**src/rtl/param_loader_pkg.sv**
```systemverilog
// Shared constants, state encoding and payload unpacking for the parameter frame loader.
package param_loader_pkg;

    localparam int FRAME_PAYLOAD_LEN = 19;
    localparam int PAYLOAD_BITS      = FRAME_PAYLOAD_LEN * 8;
    localparam int IDX_W             = 5;

    // Byte offsets of each big-endian field inside the payload.
    // The fields fill bytes 0..17; byte 18 is a spare that is only summed into the checksum.
    localparam int OFS_PER      = 0;
    localparam int OFS_P1WID    = 4;
    localparam int OFS_DEL      = 6;
    localparam int OFS_P2WID    = 8;
    localparam int OFS_NUT_W    = 10;
    localparam int OFS_NUT_D    = 11;
    localparam int OFS_CP       = 13;
    localparam int OFS_P_BL     = 14;
    localparam int OFS_P_BL_OFF = 15;
    localparam int OFS_BL       = 17;

    localparam logic [7:0] ACK_CODE = 8'h06;
    localparam logic [7:0] NAK_CODE = 8'h15;

    typedef enum logic [1:0] {
        IDLE    = 2'd0,
        PAYLOAD = 2'd1,
        CHECK   = 2'd2
    } state_t;

    typedef struct packed {
        logic [31:0] per;
        logic [15:0] p1wid;
        logic [15:0] del;
        logic [15:0] p2wid;
        logic [7:0]  nut_w;
        logic [15:0] nut_d;
        logic [7:0]  cp;
        logic [7:0]  p_bl;
        logic [15:0] p_bl_off;
        logic        bl;
    } params_t;

    localparam params_t PARAMS_RESET = '{
        per:      32'd20000,
        p1wid:    16'd30,
        del:      16'd200,
        p2wid:    16'd60,
        nut_w:    8'd0,
        nut_d:    16'd0,
        cp:       8'd1,
        p_bl:     8'd50,
        p_bl_off: 16'd100,
        bl:       1'b1
    };

    // Byte 0 of the payload sits in the most significant byte of the flat vector.
    function automatic logic [7:0] payload_byte(input logic [PAYLOAD_BITS-1:0] v, input int ofs);
        return v[PAYLOAD_BITS-1-8*ofs -: 8];
    endfunction

    function automatic params_t unpack_payload(input logic [PAYLOAD_BITS-1:0] v);
        params_t    p;
        logic [7:0] bl_byte;
        p.per      = {payload_byte(v, OFS_PER), payload_byte(v, OFS_PER+1),
                      payload_byte(v, OFS_PER+2), payload_byte(v, OFS_PER+3)};
        p.p1wid    = {payload_byte(v, OFS_P1WID), payload_byte(v, OFS_P1WID+1)};
        p.del      = {payload_byte(v, OFS_DEL), payload_byte(v, OFS_DEL+1)};
        p.p2wid    = {payload_byte(v, OFS_P2WID), payload_byte(v, OFS_P2WID+1)};
        p.nut_w    = payload_byte(v, OFS_NUT_W);
        p.nut_d    = {payload_byte(v, OFS_NUT_D), payload_byte(v, OFS_NUT_D+1)};
        p.cp       = payload_byte(v, OFS_CP);
        p.p_bl     = payload_byte(v, OFS_P_BL);
        p.p_bl_off = {payload_byte(v, OFS_P_BL_OFF), payload_byte(v, OFS_P_BL_OFF+1)};
        bl_byte    = payload_byte(v, OFS_BL);
        p.bl       = bl_byte[0];
        return p;
    endfunction

endpackage

```
**src/rtl/byte_gap_timer.sv**
```systemverilog
// Idle-gap watchdog: counts cycles without an accepted byte while enabled, flags expiry at TIMEOUT.
module byte_gap_timer #(
    parameter int TIMEOUT = 50000
) (
    input  logic clk,
    input  logic reset_n,
    input  logic clear,
    input  logic enable,
    output logic expired
);
    localparam int W = 17;

    logic [W-1:0] count_reg;

    // Expiry is flagged on the TIMEOUT-th consecutive idle cycle.
    assign expired = enable && (count_reg == W'(TIMEOUT - 1));

    always_ff @(posedge clk) begin
        if (!reset_n) begin
            count_reg <= '0;
        end else if (clear || !enable) begin
            count_reg <= '0;
        end else if (!expired) begin
            count_reg <= count_reg + 1'b1;
        end
    end

endmodule

```
**src/rtl/param_frame_loader.sv**
```systemverilog
// Framed UART byte stream to pulse-sequencer parameters, committed atomically after checksum.
// Optional status reporting back to the PC is enabled with `define PARAM_LOADER_ACK_EN.
module param_frame_loader
    import param_loader_pkg::*;
#(
    parameter logic [7:0] SYNC_BYTE = 8'hA5,
    parameter int         TIMEOUT   = 50000
) (
    input  logic        clk,
    input  logic        reset_n,
    input  logic [7:0]  rx_data,
    input  logic        rx_valid,
    output logic [31:0] per,
    output logic [15:0] p1wid,
    output logic [15:0] del,
    output logic [15:0] p2wid,
    output logic [7:0]  nut_w,
    output logic [15:0] nut_d,
    output logic [7:0]  cp,
    output logic [7:0]  p_bl,
    output logic [15:0] p_bl_off,
    output logic        bl,
    output logic        params_upd,
    output logic [7:0]  err_cnt
`ifdef PARAM_LOADER_ACK_EN
    ,
    output logic [7:0]  tx_data,
    output logic        tx_valid,
    input  logic        tx_ready
`endif
);
    state_t                  state_reg, state_next;
    logic [IDX_W-1:0]        idx_reg, idx_next;
    logic [7:0]              sum_reg, sum_next;
    params_t                 params_reg;
    logic                    params_upd_reg;
    logic [7:0]              err_cnt_reg;
    logic [PAYLOAD_BITS-1:0] shadow_flat;

    logic load;
    logic commit;
    logic fail;
    logic timer_clear;
    logic timer_enable;
    logic timer_expired;

    assign timer_enable = (state_reg != IDLE);

    byte_gap_timer #(
        .TIMEOUT(TIMEOUT)
    ) u_gap_timer (
        .clk     (clk),
        .reset_n (reset_n),
        .clear   (timer_clear),
        .enable  (timer_enable),
        .expired (timer_expired)
    );

    // One holding register per payload byte; never visible until a commit.
    generate
        for (genvar gi = 0; gi < FRAME_PAYLOAD_LEN; gi++) begin : g_shadow
            logic [7:0] byte_reg;
            always_ff @(posedge clk) begin
                if (load && idx_reg == IDX_W'(gi)) begin
                    byte_reg <= rx_data;
                end
            end
            assign shadow_flat[PAYLOAD_BITS-1-8*gi -: 8] = byte_reg;
        end
    endgenerate

    always_comb begin
        state_next  = state_reg;
        idx_next    = idx_reg;
        sum_next    = sum_reg;
        load        = 1'b0;
        commit      = 1'b0;
        fail        = 1'b0;
        timer_clear = 1'b0;
        case (state_reg)
            IDLE: begin
                if (rx_valid && rx_data == SYNC_BYTE) begin
                    state_next  = PAYLOAD;
                    idx_next    = '0;
                    sum_next    = '0;
                    timer_clear = 1'b1;
                end
            end
            PAYLOAD: begin
                // A byte in the expiry cycle still counts: the received byte takes priority.
                if (rx_valid) begin
                    load        = 1'b1;
                    sum_next    = sum_reg + rx_data;
                    timer_clear = 1'b1;
                    if (idx_reg == IDX_W'(FRAME_PAYLOAD_LEN - 1)) begin
                        state_next = CHECK;
                    end else begin
                        idx_next = idx_reg + 1'b1;
                    end
                end else if (timer_expired) begin
                    state_next = IDLE;
                    fail       = 1'b1;
                end
            end
            CHECK: begin
                if (rx_valid) begin
                    timer_clear = 1'b1;
                    state_next  = IDLE;
                    if (rx_data == sum_reg) begin
                        commit = 1'b1;
                    end else begin
                        fail = 1'b1;
                    end
                end else if (timer_expired) begin
                    state_next = IDLE;
                    fail       = 1'b1;
                end
            end
            default: begin
                state_next = IDLE;
            end
        endcase
    end

    always_ff @(posedge clk) begin
        if (!reset_n) begin
            state_reg      <= IDLE;
            idx_reg        <= '0;
            sum_reg        <= '0;
            params_reg     <= PARAMS_RESET;
            params_upd_reg <= 1'b0;
            err_cnt_reg    <= '0;
        end else begin
            state_reg      <= state_next;
            idx_reg        <= idx_next;
            sum_reg        <= sum_next;
            params_upd_reg <= commit;
            if (commit) begin
                params_reg <= unpack_payload(shadow_flat);
            end
            if (fail && err_cnt_reg != 8'hFF) begin
                err_cnt_reg <= err_cnt_reg + 1'b1;
            end
        end
    end

    assign per        = params_reg.per;
    assign p1wid      = params_reg.p1wid;
    assign del        = params_reg.del;
    assign p2wid      = params_reg.p2wid;
    assign nut_w      = params_reg.nut_w;
    assign nut_d      = params_reg.nut_d;
    assign cp         = params_reg.cp;
    assign p_bl       = params_reg.p_bl;
    assign p_bl_off   = params_reg.p_bl_off;
    assign bl         = params_reg.bl;
    assign params_upd = params_upd_reg;
    assign err_cnt    = err_cnt_reg;

`ifdef PARAM_LOADER_ACK_EN
    logic [7:0] tx_data_reg;
    logic       tx_valid_reg;

    // Single-entry status slot: the most recent outcome replaces anything not yet taken.
    always_ff @(posedge clk) begin
        if (!reset_n) begin
            tx_data_reg  <= '0;
            tx_valid_reg <= 1'b0;
        end else if (commit) begin
            tx_data_reg  <= ACK_CODE;
            tx_valid_reg <= 1'b1;
        end else if (fail) begin
            tx_data_reg  <= NAK_CODE;
            tx_valid_reg <= 1'b1;
        end else if (tx_ready && tx_valid_reg) begin
            tx_valid_reg <= 1'b0;
        end
    end

    assign tx_data  = tx_data_reg;
    assign tx_valid = tx_valid_reg;
`endif

endmodule

```
**config.mk**
```make
export PLATFORM = sky130hd
export DESIGN_NAME = param_frame_loader
export DESIGN_NICKNAME = d
export VERILOG_FILES = /design/src/rtl/param_loader_pkg.sv /design/src/rtl/byte_gap_timer.sv /design/src/rtl/param_frame_loader.sv
export SDC_FILE = /design/constraint.sdc
export NUM_CORES = 1
export LEC_CHECK = 0
export ABC_AREA = 1
export CAP_MARGIN = 20
export CORE_ASPECT_RATIO = 1.75
export CORE_MARGIN = 3
export CORE_UTILIZATION = 35
export DETAILED_ROUTE_END_ITERATION = 12
export SLEW_MARGIN = 20
export SYNTH_ARGS = -nofsm -noshare
export SYNTH_HDL_FRONTEND = slang
export SYNTH_SLANG_ARGS = --single-unit
```
**constraint.sdc**
```tcl
create_clock -name clk -period 2.5 [get_ports clk]
set_clock_uncertainty 0.1 [all_clocks]
set_input_delay 0.5 -clock clk [delete_from_list [all_inputs] [get_ports clk]]
set_output_delay 0.5 -clock clk [all_outputs]
set_load 0.05 [all_outputs]
```
==> out/results.tsv <==
stage	metric	value	unit
power_and_ir_drop	pwr/cell area	697.8	nW/um^2
synthesis	Simple-Gate Fraction of Synth Area	17.42	%
final_layout	diodes inserted	0	
clock_tree	clk slew on worst S/H paths	70	ps
clock_tree	CTS root buf	clkbuf_16	
clock_tree	postcts setup bufs	0	
synthesis	Seq/Total Area, Yosys	66.78	%
worst_hold_path	min-delay worst type	in -> reg	
final_layout	Area Overhead vs Synth	27.43	%
worst_setup_path	R2R Setup Slk	400	ps
placement	placed cell count	1682	
timing	Fin. Hold Viols	0	
timing	Setup violations, final	0	
worst_setup_path	CP endpoint kind	output pin	
worst_setup_path	WP data arrival	1810	ps
synthesis	area share of the largest cell type after synthesis	35.79	%
final_layout	commonest non-fill, non-tap cell in the layout	nor2_1	
detailed_routing	routed len/inst	17.04	um
synthesis	Syn Std Cell Area	11500	um^2
clock_tree	TritonCTS Sinks	315	
timing	minimum clock period	2411	ps
final_layout	share of cells above drive strength 1	8.989	%
global_routing	first-pass GRT wire length	45510	um
placement	GP Congestion	0.8340	
detailed_routing	DRT antenna net count	0	
global_routing	largest net degree at the start of global routing	94	
final_layout	area occupied by multi-input gates	3294	um^2
timing	Final Slew Violations	0	
die	Top-Level Pins	157	
worst_setup_path	Slowest Stage Delay on Critical Path	840	ps
placement	hpwl dp	20240	um
detailed_routing	DRT iter0 DRCs	373	
detailed_routing	Vias/cell	4.760	
synthesis	Synth Instances	1115	
synthesis	Synth area leaders	edfxtp_1, dfxtp_1, nor2_1, o21ai_0, nand2_1	
worst_setup_path	CP top delay family	buffers and inverters	
die	Core Region	32330	um^2
final_layout	fin util	45.31	%
worst_setup_path	Max FO, Critical Path	5	
synthesis	mux contribution to synthesized area	0	%
detailed_routing	Vias	8258	
die	DIE WIDTH	143	um
final_layout	Filler cells	3041	
global_routing	GRT Util Overall	16.62	%
final_layout	Layout Cells excl Fill	1735	
worst_setup_path	critical path required time	1900	ps
power_and_ir_drop	Leak Pwr	5.725	nW
synthesis	Synth cell types	36	
detailed_routing	DRC viols	0	
clock_tree	H-tree Lvls	1	
clock_tree	worst-case clock buffer depth	3	
global_routing	number of global-route vias before repair	8096	
synthesis	xor-xnor portion of the synthesized cell area	0.9142	%
placement	Port Buffer Count	156	
timing	Max-slew headroom	42.41	%
clock_tree	total CTS buffers	29	
synthesis	top cell type by total area after synthesis	edfxtp_1	
final_layout	# nets final	1343	
synthesis	Syn Nets	1145	
synthesis	flop and latch count out of synthesis	315	
die	Initial Utilization	35.56	%
power_and_ir_drop	worst vdd ir	0.4505	mV
detailed_routing	Initial DRT Pass Iterations	7	
timing	RSZ-0062 raised after global routing	false	
synthesis	Syn Area/Cell	10.31	um^2
worst_setup_path	Setup Crit Path Kind	reg -> out	
synthesis	yosys warns	0	
timing	period utilization	96.45	%
detailed_routing	final wirelength	29570	um
worst_setup_path	CP Cell Sequence	clkdlybuf4s50_1	
worst_setup_path	slowest CP cell	clkdlybuf4s50_1	
die	Die Y	245.8	um
timing	fmax	0.4147	GHz
synthesis	main combinational cell family by area after synthesis	simple AND/OR/NAND/NOR gates	
die	Die Footprint	35140	um^2
final_layout	FF+latch area	7677	um^2
synthesis	Top FF cell, synth	dfxtp_1	
power_and_ir_drop	total chip power	10.22	mW
synthesis	Synth Area in Compound Gates	8.185	%
global_routing	initial antenna violation count	0	
worst_setup_path	crit path buf inv count	1	
timing	Final Hold Slack	133.0	ps
synthesis	fraction of registers with async set/reset	0	%
global_routing	total congestion overflow	0	
timing	Worst Tran Pin Value	863.9	ps
synthesis	Synth Area in Adders	2.133	%
final_layout	most frequent cells in the layout	nor2_1, dfxtp_1, clkdlybuf4s50_1	
clock_tree	clk_lat worst skew	550	ps
final_layout	max reg flops	137	
worst_setup_path	crit start category	register	
outcome	status	completed	
die	row count	87	
synthesis	Post-synth EDFFs	137	
job	max-cap violation count	0	
clock_tree	CTS tree	done	
## kinds of logic (layout without fill, tap and decap cells)
| group | after synthesis | count (layout) |
|---|---|---|
| AO/OA/AOI/OAI | 184 | 184 |
| XOR/XNOR | 12 | 12 |
| adder cells (fa/ha/maj) | 19 | 19 |
| buffers and inverters | 105 | 325 |
| flip-flops | 315 | 315 |
| AND/OR/NAND/NOR | 480 | 480 |
## routing by layer
metal	vias to the layer above	share of wire (%)	GRT usage, %
li1	4124	-	-
met1	3926	37	17.94
met2	157	56	32.21
met3	51	3.0	1.732
met4	0	3.8	6.743
met5	-	0	0
## report_power, final
part,total [mW],internal [mW],switching [mW]
sequential,5.45,5.42,0.0355
combinational,0.655,0.215,0.439
clock,4.11,2.25,1.86
total,10.2,7.88,2.34
## metrics by stage
step	setup WS [ps]	setup TNS, ps	instance area [um^2]
after floorplan	518.0	0	11500
after global routing	24.14	0	14650
after CTS	38.32	0	14650
final	88.69	0	14650
after global placement	-282.2	-30270	13770
after detailed placement	-322.1	-35140	13770
## final cells by class
class	count	area share, %
Sequential cell	315	52.41
Multi-Input combinational cell	695	22.49
Timing Repair Buffer	215	14.25
Clock buffer	42	5.501
Tap cell	400	3.416
Inverter	57	1.478
Clock inverter	11	0.4612
## synth_stat cells, types with 12 or more instances
master,instances
buf_6,12
nor2_1,278
edfxtp_1,137
nand4_1,13
o21ai_1,24
dfxtp_1,178
clkbuf_1,17
o21ai_0,119
a21oi_1,37
nand3_1,46
inv_1,55
ha_1,18
nand2_1,118
## path summary, 6_finish.rpt
check                           cells after the start                      start                                 end
worst max-delay path                                1    err_cnt[6]$_SDFFE_PN0P_                          err_cnt[6]
worst min-delay path                                3                    reset_n           state_reg[1]$_SDFFE_PN0P_
worst max register to register                      7  state_reg[1]$_SDFFE_PN0P_  g_shadow[14].byte_reg[6]$_DFFE_PP_
worst min register to register                      2      p2wid[4]$_SDFFE_PN1P_               p2wid[4]$_SDFFE_PN1P_
## timing repair
action	CTS	global route
gates resized for setup	0	1
hold endpoints to repair	0	0
setup endpoints to repair	0	1
hold buffers	0	0
(Power assumes the default switching activity.)
